File: config.mk
export PLATFORM = sky130hd
export DESIGN_NAME = fetch_unit
export DESIGN_NICKNAME = d
export VERILOG_FILES = /design/src/rtl/fetch_unit.sv
export SDC_FILE = /design/constraint.sdc
export NUM_CORES = 1
export LEC_CHECK = 0
export CAP_MARGIN = 30
export CORE_MARGIN = 5
export CORE_UTILIZATION = 51
export CTS_CLUSTER_SIZE = 8
export DETAILED_ROUTE_END_ITERATION = 10
export PLACE_DENSITY_LB_ADDON = 0.3
export RECOVER_POWER = 100
export SETUP_SLACK_MARGIN = 0.1
export SKIP_LAST_GASP = 1
export SYNTH_ARGS = -nofsm -noshare
export SYNTH_HDL_FRONTEND = slang
export SYNTH_SLANG_ARGS = --single-unit
export TNS_END_PERCENT = 30
File: constraint.sdc
create_clock -name clk -period 8 [get_ports clk]
set_input_delay 2 -clock clk [delete_from_list [all_inputs] [get_ports clk]]
set_output_delay 2 -clock clk [all_outputs]
set_load 0.02 [all_outputs]
File: src/rtl/fetch_unit.sv
// -----------------------------------------------------------------------------
// fetch_unit
//
// Front-end fetch stage. It owns the program counter and issues sequential,
// word-aligned reads to a synchronous instruction memory that returns data one
// cycle after the request. Returned words are buffered in a 2-entry FIFO and
// presented to decode over a valid/ready handshake. A backend redirect squashes
// every buffered and in-flight fetch and restarts fetching at the target PC.
//
// Parameters:
//   RESET_PC        PC loaded on reset.
//
// Ports:
//   clk             system clock, all state updates on the rising edge
//   reset           synchronous, active-high reset
//   imem_req        read enable to instruction memory this cycle
//   imem_addr       read address, word aligned
//   imem_rdata      read data, valid the cycle after imem_req was high
//   redirect_valid  backend flush/branch redirect (pulse or held)
//   redirect_pc     redirect target, bits [1:0] ignored
//   ready_out       decode can accept this cycle
//   valid_out       instr/pc_out are valid for decode
//   instr           fetched instruction word (FIFO head)
//   pc_out          address of instr
// -----------------------------------------------------------------------------
module fetch_unit #(
    parameter logic [31:0] RESET_PC = 32'h0000_0000
) (
    input  logic        clk,
    input  logic        reset,
    output logic        imem_req,
    output logic [31:0] imem_addr,
    input  logic [31:0] imem_rdata,
    input  logic        redirect_valid,
    input  logic [31:0] redirect_pc,
    input  logic        ready_out,
    output logic        valid_out,
    output logic [31:0] instr,
    output logic [31:0] pc_out
);

    // -------------------------------------------------------------------------
    // State
    // -------------------------------------------------------------------------
    logic [31:0] fetch_pc_q;
    logic [31:0] fetch_pc_d;
    logic        inflight_q;
    logic        inflight_d;
    logic [31:0] inflight_pc_q;
    logic [31:0] inflight_pc_d;
    logic [1:0]  occ_q;
    logic [1:0]  occ_d;
    logic        head_q;
    logic        head_d;
    logic        tail_q;
    logic        tail_d;
    logic [31:0] fifo_instr_q [2];
    logic [31:0] fifo_pc_q    [2];

    // Per-cycle control decisions
    logic        valid_s;
    logic        pop_s;
    logic        push_s;
    logic        issue_s;
    logic [2:0]  pending_s;
    logic [2:0]  limit_s;

    // Handshake, push and issue decisions for the current cycle.
    always_comb begin
        valid_s   = 1'b0;
        pop_s     = 1'b0;
        push_s    = 1'b0;
        issue_s   = 1'b0;
        pending_s = {1'b0, occ_q} + {2'b00, inflight_q};
        limit_s   = 3'd2;
        if (reset) begin
            valid_s = 1'b0;
            pop_s   = 1'b0;
            push_s  = 1'b0;
            issue_s = 1'b0;
        end else if (redirect_valid) begin
            // Redirect squashes everything this cycle: no hand-off, the
            // returning response (if any) is dropped and nothing is issued.
            valid_s = 1'b0;
            pop_s   = 1'b0;
            push_s  = 1'b0;
            issue_s = 1'b0;
        end else begin
            valid_s = (occ_q != 2'd0);
            pop_s   = valid_s && ready_out;
            push_s  = inflight_q;
            // Buffered + outstanding words, less the one leaving now, must
            // stay below capacity so the response always finds a free slot.
            limit_s = 3'd2 + {2'b00, pop_s};
            issue_s = (pending_s < limit_s);
        end
    end

    // Output drive: memory request and the FIFO head toward decode.
    always_comb begin
        imem_req  = issue_s;
        valid_out = valid_s;
        imem_addr = fetch_pc_q;
        instr     = 32'h0000_0000;
        pc_out    = 32'h0000_0000;
        if (reset) begin
            imem_addr = RESET_PC;
            instr     = 32'h0000_0000;
            pc_out    = 32'h0000_0000;
        end else if (occ_q != 2'd0) begin
            instr  = fifo_instr_q[head_q];
            pc_out = fifo_pc_q[head_q];
        end else begin
            instr  = 32'h0000_0000;
            pc_out = 32'h0000_0000;
        end
    end

    // Next-state for PC, in-flight tracking, occupancy and FIFO pointers.
    always_comb begin
        fetch_pc_d    = fetch_pc_q;
        inflight_d    = inflight_q;
        inflight_pc_d = inflight_pc_q;
        occ_d         = occ_q;
        head_d        = head_q;
        tail_d        = tail_q;
        if (redirect_valid) begin
            // Reload every cycle the redirect is held; fetch restarts on the
            // first cycle after it drops.
            fetch_pc_d = {redirect_pc[31:2], 2'b00};
            inflight_d = 1'b0;
            occ_d      = 2'd0;
            head_d     = 1'b0;
            tail_d     = 1'b0;
        end else begin
            if (issue_s) begin
                fetch_pc_d    = fetch_pc_q + 32'd4;
                inflight_d    = 1'b1;
                inflight_pc_d = fetch_pc_q;
            end else begin
                inflight_d = 1'b0;
            end
            // Simultaneous push and pop leave occupancy unchanged.
            occ_d  = occ_q + {1'b0, push_s} - {1'b0, pop_s};
            head_d = head_q ^ pop_s;
            tail_d = tail_q ^ push_s;
        end
    end

    // Control state register with synchronous reset.
    always_ff @(posedge clk) begin
        if (reset) begin
            fetch_pc_q    <= RESET_PC;
            inflight_q    <= 1'b0;
            inflight_pc_q <= 32'h0000_0000;
            occ_q         <= 2'd0;
            head_q        <= 1'b0;
            tail_q        <= 1'b0;
        end else begin
            fetch_pc_q    <= fetch_pc_d;
            inflight_q    <= inflight_d;
            inflight_pc_q <= inflight_pc_d;
            occ_q         <= occ_d;
            head_q        <= head_d;
            tail_q        <= tail_d;
        end
    end

    // FIFO storage: the returning word is written at the tail slot.
    always_ff @(posedge clk) begin
        if (reset) begin
            for (int i = 0; i < 2; i++) begin
                fifo_instr_q[i] <= 32'h0000_0000;
                fifo_pc_q[i]    <= 32'h0000_0000;
            end
        end else if (push_s) begin
            fifo_instr_q[tail_q] <= imem_rdata;
            fifo_pc_q[tail_q]    <= inflight_pc_q;
        end else begin
            fifo_instr_q[tail_q] <= fifo_instr_q[tail_q];
            fifo_pc_q[tail_q]    <= fifo_pc_q[tail_q];
        end
    end

endmodule

-- Yosys cells after proc, flatten, opt, wreduce, memory -nomap -nowiden
Memories as Yosys holds them, arrays and structs flattened. A register that Yosys moved wholly into a read port is not among the register bits.
Index checks and enable logic that the tools add are counted.
- flip-flop bits (word level): 69
- latch bits: 0
- memory bits (writable): 128
- memory bits (read-only): 0
- input port bits: 68
- memories kept: 2
- $add $sub $neg: 5
- multipliers: 0
- div/mod/pow operators: 0
- $lt $le $gt $ge: 1
- equal/unequal tests: 1
- shift operators: 0
- muxes and demuxes: 34
- bitwise logic cells: 5
- reductions and logical operators: 8
- memory list (name ; words ; width ; read ports ; clocked after Yosys merged registers in ; wr ports ; line ; RTL):
    fifo_instr_q ; 2 ; 32 ; 1 ; 1 ; 2 ; 57 ; logic [31:0] fifo_instr_q [2];
    fifo_pc_q ; 2 ; 32 ; 1 ; 1 ; 2 ; 58 ; logic [31:0] fifo_pc_q [2];
- operator list (cell ; count):
    two-way mux 32 bit ; 11
    OR reduction 32 bit ; 2
    adder 32 x 3 -> 32 bit, second input constant ; 1
    two-way mux 1 bit ; 23
    AND reduction 2 bit ; 2
    nonzero test 2 bit ; 2
    adder 2 x 1 -> 3 bit ; 1
    adder 2 x 1 -> 3 bit, first input constant ; 1
    < comparator 3 bit ; 1
    adder 2 x 1 -> 2 bit ; 1
    OR 1 bit ; 2
    OR reduction 2 bit ; 1
    subtractor 2 x 1 -> 2 bit ; 1
    bitwise XOR 1 bit ; 2
    logical AND 1 bit ; 1
    != test 0 bit ; 1
    NOT 1 bit ; 1

-- Longest topological paths before layout
Gate-level depths: netlist of the first run.
- depth after elaboration: 9
- mapped depth: 10

-- Worst setup path after synthesis of the first run
Ideal clock, no wire load.
- kind: in2reg
- start: in redirect_valid
- end: mem fifo_instr_q[0][0] (enable)
- library setup time: 0.568 ns
- arrival: 6.641 ns
- data required time: 7.432 ns
- slack: 0.792 ns
- cell stages on the path: 3
- path through: nor2_1 > nand2_1 > o21ai_0
- RTL lines (element ; line ; RTL):
    from (decl) ; 34 ; input logic redirect_valid,
    to (decl) ; 57 ;

==> results.cfg, run 1 <==
[synth]
synth_area_leaders = edfxtp_1 42%, dfxtp_1 15%, and2_1 9.5%, mux2i_1 7.3%, nor2_1 4.0%
synth-edff-count = 124
synth_seq_cells = 189
netlist_area_sq_um = 8790
postSynthCellCount = 830
yosysTopAreaCell = edfxtp_1
synth.top_cell.area_share = 0.424
yosys.cell_types.count = 46
avgSynthCellArea_sq_um = 10.6
synthArstFlopShare = 0
ys_seq_area_frac = 0.572
ys_warn_count = 0
synth-main-ff-cell = edfxtp_1

[global_route]
grt_first_pass_wirelength_microns = 30900
grt_overflow_total = 0
grt_use_total = 0.193
antenna_found_initial = 1
grt_pass1_vias = 6018
grt_max_degree = 87

[floorplan]
die-area_sq_um = 20000
coreArea_sq_um = 17100
die_h_microns = 141
die-width_microns = 141
start_util = 0.513
rows = 48
io_pins = 166

[outcome]
status = complete, but fails checks
violations = capacitance limit, slew limit

[timing]
skew_ns = 0.0120
worst-slew-pin-transition_ns = 3.60
setup_tns_ns = 0
maxSlewHeadroom = -1.40
hold_viol = 0
rsz0062_at_grt = false
max_freq_mhz = 152
fin_crit_ns = 6.59
maxSlewViolCount = 244
finalSetupViolCount = 0
fin_ws_ns = 1.41
finalCritPeriodShare = 0.824

[power]
p_per_area_nw_per_um2 = 188
vdd_ir_drop_max_mv = 0.179
p_total_w = 0.00209
p_leak_nw = 4.12

[cts]
cts_made_buffers = 17
htreeDepth = 4
cts_root_buf = clkbuf_16
post-cts-setup-buffers = 0
tritoncts = yes
clock_sinks = 189
ctsResizeCount = 0
path_clk_slew_ns = 0.07
clock_path_buffers = 2
cts_hold_buf = 0
insertion_delay_ns = 0.43

[setup_path]
crit_path_end_kind = flip-flop
critPathKind = input port to flip-flop
r2r-start = tail_q$_SDFF_PP0_
cpMaxStageDelayCell = or2_0
cpPeakStageDelay_ns = 2.06
arrival_ns = 6.69
crit_chain = dlygate4sd3_1, clkbuf_1, nor2_1, and3_1, or2_0, buf_4
startpoint_type = input port
critPathMaxFanout = 37
startpoint = redirect_valid
critical_path_required_ns = 8.09

[cells_and_area]
multi_input_comb_area_sq_um = 3510
area_delta_synth_final_pct = 26.6
n_fill_cell = 1373
finalInstanceArea_sq_um = 11100
diodes = 0
drive_gt1_frac = 0.0503
final_common_cell = edfxtp_1
layout_common_cells = 124 x edfxtp_1, 96 x dlygate4sd3_1, 93 x nor2_1
layout.nets = 1034
regArea_sq_um = 5030

[run]
max_cap_viol_count = 5

[detailed_routing]
drc_errors = 0
wl_microns = 19100
ant_nets = 0
vias = 6229
routed_via_density = 5.20
wire_per_inst_microns = 15.9
drt_iter0_markers = 327
dr.pass1.iters = 4

[placement]
place_ws_ns = 1.97
dp_hpwl_microns = 12300
place.gp.congestion = 0.898
portBuffers = 159
post_dp_cell_area_sq_um = 10500

[min_path]
hp-class = flip-flop to flip-flop
min-delay-start = inflight_pc_q[13]$_SDFFE_PP0P_
==> worst max-delay path, delay by kind of cell <==
kind	cells	cell delay, ns
buf+inv	3	1.57
simple gates	3	3.09
==> logic make-up after synthesis <==
logic type               share of synthesized area
AO/OA/AOI/OAI                               0.0585
XOR/XNOR                                    0.0239
adder cells (fa/ha/maj)                    0.00712
buffers and inverters                       0.0335
flip-flops                                   0.572
multiplexers                                0.0742
other                                     0.000427
AND/OR/NAND/NOR                              0.231
==> path summary, 6_finish.rpt <==
check,to,slack (ns),depth (start not counted)
max,fifo_instr_q[1][5]$_SDFFCE_PN0P_,1.41,6
min,inflight_pc_q[13]$_SDFFE_PP0P_,0.46,2
min reg2reg,inflight_pc_q[13]$_SDFFE_PP0P_,0.46,2
max reg2reg,fifo_instr_q[1][5]$_SDFFCE_PN0P_,3.80,3
==> registers in the layout, summed over array words and instances, names as in the netlist <==
name,cells
fifo_instr_q,64
fifo_pc_q,60
fetch_pc_q,30
inflight_pc_q,30
occ_q,2
head_q,1
inflight_q,1
tail_q,1
==> per-layer routing <==
layer  part of all wire  GRT usage  routed length, microns  vias up
met5            0.00037          0                       7        -
met4             0.0080     0.0490                     153        2
met3              0.076     0.0418                    1450       16
met2               0.47      0.313                    8940      195
met1               0.45      0.267                    8570     2898
li1                   -          -                       -     3118
==> synthesized netlist by cell type (all sizes together) (13+ instances only) <==
| master | n |
|---|---|
| xnor2 | 13 |
| clkbuf | 47 |
| and2 | 133 |
| nand2 | 71 |
| a211oi | 13 |
| buf | 15 |
| edfxtp | 124 |
| dfxtp | 65 |
| a21oi | 36 |
| nor2 | 94 |
| nor2b | 25 |
| mux2i | 64 |
==> power breakdown <==
part	internal [W]	total, W	switching, W
Sequential	0.00108	0.00111	0.0000277
Clock	0.000436	0.000834	0.000397
Combinational	0.0000694	0.000151	0.0000812
==> per-stage QoR <==
step / std cells / hold WS, ns / util
final: 1199 / 0.460 / 0.650
after global routing: 1199 / 0.477 / 0.650
after CTS: 1198 / 0.462 / 0.651
after detailed placement: 1166 / 0.452 / 0.616
after global placement: 1165 / 0.447 / 0.615
after floorplan: 833 / 0.440 / -
==> area by class of cell <==
cell class              instances  share of cell area
well taps                     225              0.0253
inverters                      12             0.00405
clock buffers                  18              0.0405
flip-flops and latches        189               0.452
clock inverters                14              0.0126
multi-input cells             570               0.316
repair buffers                171               0.150
Note: power is estimated with default switching activity, not from simulation.
==> run 2: changes to the inputs <==
- clock period: 8 -> 6.6 ns (I/O delays scaled with it)
==> results.cfg, run 2 (synthesized netlist as in run 1, its figures left out) <==
[setup_path]
startpoint_type = input port
ff2ff_path_depth = 4
arrival_ns = 4.13
crit_path_end_kind = primary output
critical_path_required_ns = 4.95
critPathKind = input port to primary output
rrSetupSlack_ns = 3.29
regToRegEndpoint = fifo_instr_q[1][10]$_SDFFCE_PN0P_
critPathMaxFanout = 24
r2r-start = tail_q$_SDFF_PP0_

[cts]
post-cts-setup-buffers = 0
tritoncts = yes
htreeDepth = 4
ctsResizeCount = 0
path_clk_slew_ns = 0.06
clock_path_buffers = 2
cts_hold_buf = 0
clock_sinks = 189
cts_made_buffers = 17
cts_root_buf = clkbuf_16
insertion_delay_ns = 0.42

[floorplan]
die_h_microns = 141
start_util = 0.513
rows = 48
io_pins = 166
coreArea_sq_um = 17100
die-width_microns = 141
die-area_sq_um = 20000

[global_route]
met3_usage = 0.0438
grt_max_degree = 66
grt_first_pass_wirelength_microns = 31300
grt_overflow_total = 0
top_usage_layer = met2
grt_use_total = 0.197
grt_pass1_vias = 6108
antenna_found_initial = 1
globalRouteMet1Util = 0.273
met2_usage = 0.315

[detailed_routing]
routed_via_density = 5.25
wl_microns = 19300
wire_per_inst_microns = 16.1
dr.pass1.iters = 5
drc_errors = 0
vias = 6287
ant_nets = 0
drt_iter0_markers = 305

[power]
p_leak_nw = 4.12
switching_share = 0.220
vdd_ir_drop_max_mv = 0.186
p_comb_frac = 0.074
power_frac_seq = 0.541
p_int_w = 0.00194
switchingPower_w = 0.000547
p_total_w = 0.00248
pwr-share-clk = 0.385
p_per_area_nw_per_um2 = 223

[placement]
post_dp_cell_area_sq_um = 10600
portBuffers = 159
dp_hpwl_microns = 12400
place.gp.congestion = 0.881

[cells_and_area]
area_delta_synth_final_pct = 26.5
largest_reg_flops = 64
top_regs = fifo_instr_q (64), fifo_pc_q (60)
final_common_cell = edfxtp_1
largest-register = fifo_instr_q
finalInstanceArea_sq_um = 11100
diodes = 0
layout_common_cells = 124 x edfxtp_1, 95 x dlygate4sd3_1, 93 x nor2_1
drive_gt1_frac = 0.0483
layout.nets = 1033

[min_path]
worstHoldPathCells = 2
min-delay-start = inflight_pc_q[24]$_SDFFE_PP0P_
hold_path_end = inflight_pc_q[24]$_SDFFE_PP0P_
hp-class = flip-flop to flip-flop

[timing]
maxSlewHeadroom = -0.598
max_freq_mhz = 173
hold_viol = 0
rsz0062_at_grt = false
finalCritPeriodShare = 0.875
skew_ns = 0.00654
fin_crit_ns = 5.78
setup_tns_ns = 0
finalSetupViolCount = 0
worst-slew-pin-transition_ns = 2.40
maxSlewViolCount = 194

[run]
max_cap_viol_count = 4

[outcome]
status = complete, but fails checks
violations = capacitance limit, slew limit
-- run 2: area by class of cell --
| cell class | count | area (sq um) |
|---|---|---|
| fill | 1391 | 6000 |
| multi-input combinational | 570 | 3510 |
| clock inverter | 10 | 88.8 |
| sequential | 189 | 5030 |
| inverter | 12 | 45.0 |
| clock buffer | 22 | 464 |
| timing repair buffer | 170 | 1700 |
| tap | 225 | 282 |
-- run 2: per-layer routing --
metal  routed length [microns]  up-vias
met5                         7        -
met4                       208        2
met3                      1460       19
met2                      9070      220
met1                      8510     2929
li1                          -     3117
-- run 2: stage by stage --
step / hold slack (ns) / setup WS [ns] / cells / utilization
global route: 0.485 / 0.696 / 1198 / 0.649
floorplan: 0.440 / 1.42 / 833 / -
finish: 0.457 / 0.823 / 1198 / 0.649
global placement: 0.446 / 1.02 / 1164 / 0.615
detailed placement: 0.451 / 1.02 / 1165 / 0.617
CTS: 0.460 / 1.03 / 1197 / 0.649
-- run 2: worst max-delay path by stage --
stage / start / end / slack [ns]
finish: redirect_valid / imem_req / 0.82
global route: redirect_valid / imem_req / 0.70
CTS: reset / pc_out[18] / 1.03
detailed placement: reset / pc_out[18] / 1.02
global placement: reset / pc_out[18] / 1.02
floorplan: redirect_valid / fifo_instr_q[0][0]$_SDFFCE_PN0P_ / 1.42
-- run 2: critical path, cell delays in order --
cell,delay [ns]
dlygate4sd3_1,0.52
clkbuf_1,0.80
nor2_1,0.22
nand3b_1,0.17
inv_1,0.10
dlygate4sd3_1,0.66
-- run 2: power by group through the flow --
stage	sequential [W]	clock, W	combinational (W)
finish	0.00134	0.000955	0.000184
global route	0.00135	0.00103	0.000202
CTS	0.00134	0.000972	0.000190
detailed placement	0.00137	0	0.000189
global placement	0.00137	0	0.000186
floorplan	0.00136	0	0.000108
==> run 3: changes to the inputs <==
- MAX_ROUTING_LAYER: unset -> met4
==> results.cfg, run 3 (synthesized netlist as in run 1, its figures left out) <==
[setup_path]
arrival_ns = 5.84
crit_family = buffers and inverters
crit_chain = dlygate4sd3_1, clkbuf_1, nor2_1, nand2_1, o21ai_0, clkbuf_1, clkbuf_2
cpMaxStageDelayCell = clkbuf_1
crit_buf_inv = 4
startpoint_type = input port
critPathMaxFanout = 25
crit_top_cell = clkbuf_1
critPathKind = input port to flip-flop
r2r-start = inflight_q$_SDFF_PP0_
critical_path_required_ns = 6.66
cpPeakStageDelay_ns = 1.11
startpoint = redirect_valid
crit_path_end_kind = flip-flop

[cts]
htreeDepth = 4
cts_made_buffers = 17
tritoncts = yes
path_clk_slew_ns = 0.07
insertion_delay_ns = 0.42
ctsResizeCount = 0
clock_sinks = 189
post-cts-setup-buffers = 0
clock_path_buffers = 2
cts_root_buf = clkbuf_16
cts_hold_buf = 0

[run]
max_cap_viol_count = 3

[global_route]
antenna_found_initial = 1
grt_pass1_vias = 6085
grt_first_pass_wirelength_microns = 31000
grt_use_total = 0.200
grt_overflow_total = 0
grt_max_degree = 66

[timing]
setup_tns_ns = 0
finalSetupViolCount = 0
skew_ns = 0.0103
hold_viol = 0
rsz0062_at_grt = false
worst-slew-pin-transition_ns = 2.41
fin_crit_ns = 5.77
max_freq_mhz = 173
finalCritPeriodShare = 0.875
maxSlewViolCount = 135
maxSlewHeadroom = -0.609

[floorplan]
start_util = 0.513
io_pins = 166
rows = 48
die-area_sq_um = 20000
die-width_microns = 141
die_h_microns = 141
coreArea_sq_um = 17100

[power]
p_leak_nw = 4.10
p_per_area_nw_per_um2 = 224
vdd_ir_drop_max_mv = 0.192

[cells_and_area]
largest_reg_flops = 64
drive_gt1_frac = 0.0471
final_common_cell = edfxtp_1
finalInstanceArea_sq_um = 11100
regArea_sq_um = 5030
layout.nets = 1036
layout_common_cells = 124 x edfxtp_1, 95 x dlygate4sd3_1, 93 x nor2_1
multi_input_comb_area_sq_um = 3500
largest-register = fifo_instr_q
n_fill_cell = 1362
top_regs = fifo_instr_q (64), fifo_pc_q (60)
area_delta_synth_final_pct = 26.1

[detailed_routing]
routed_via_density = 5.23
wl_microns = 19100
dr.pass1.iters = 4
ant_nets = 0
vias = 6284
drt_iter0_markers = 306
drc_errors = 0
wire_per_inst_microns = 15.9

[min_path]
hp-class = flip-flop to flip-flop
min-delay-start = inflight_pc_q[24]$_SDFFE_PP0P_

[placement]
place.gp.congestion = 0.902
portBuffers = 159
post_dp_cell_area_sq_um = 10600
dp_hpwl_microns = 12500

[outcome]
violations = capacitance limit, slew limit
status = complete, but fails checks
-- run 3: cell types whose count changed in the layout (fill, tap and decap cells not counted), moves of 2 or more --
cell,change
inv_4,-2
and2_1,-15
inv_6,+2
clkbuf_1,+3
and2_0,+15
clkinv_2,+2
-- run 3: tightest hold or removal path, cell delays in order, from the launching register on --
cell and delay, ns:
dfxtp_1 0.31, nand2_1 0.05, a21oi_1 0.05
-- run 3: final timing paths --
| kind | endpoint | slack [ns] | depth (start not counted) |
|---|---|---|---|
| hold reg to reg | inflight_pc_q[24]$_SDFFE_PP0P_ | 0.46 | 2 |
| setup reg to reg | fifo_instr_q[0][5]$_SDFFCE_PN0P_ | 3.04 | 4 |
| setup / recovery | fifo_instr_q[0][5]$_SDFFCE_PN0P_ | 0.83 | 7 |
| hold / removal | inflight_pc_q[24]$_SDFFE_PP0P_ | 0.46 | 2 |
-- run 3: stage by stage --
stage	hold WS [ns]	total power [W]	setup slack (ns)	cells	util
final	0.458	0.00248	0.827	1202	0.648
after global routing	0.487	0.00258	0.510	1202	0.648
after CTS	0.461	0.00251	1.04	1201	0.652
after detailed placement	0.452	0.00156	1.03	1169	0.619
after global placement	0.446	0.00155	1.05	1167	0.617
after floorplan	0.440	0.00146	1.42	833	-
-- run 3: cell type report --
class | instances | area share
Sequential cell | 189 | 0.454
Multi-Input combinational cell | 570 | 0.316
Timing Repair Buffer | 173 | 0.151
Clock buffer | 20 | 0.0403
Tap cell | 225 | 0.0254
Clock inverter | 12 | 0.00982
Inverter | 12 | 0.00406
Antenna cell | 1 | 0.000226
-- run 3: layer usage --
layer | GRT usage | wire, microns | up-vias
met3 | 0.0377 | 1220 | 17
met1 | 0.272 | 8780 | 2959
met2 | 0.312 | 8930 | 196
met5 | - | 0 | -
met4 | 0.0530 | 163 | 0
li1 | - | - | 3112
-- run 3: power by group --
group,internal [W],total [W],switching (W)
registers,0.00131,0.00134,0.0000344
clock network,0.000533,0.000958,0.000425
logic,0.0000852,0.000184,0.0000984
total,0.00193,0.00248,0.000558
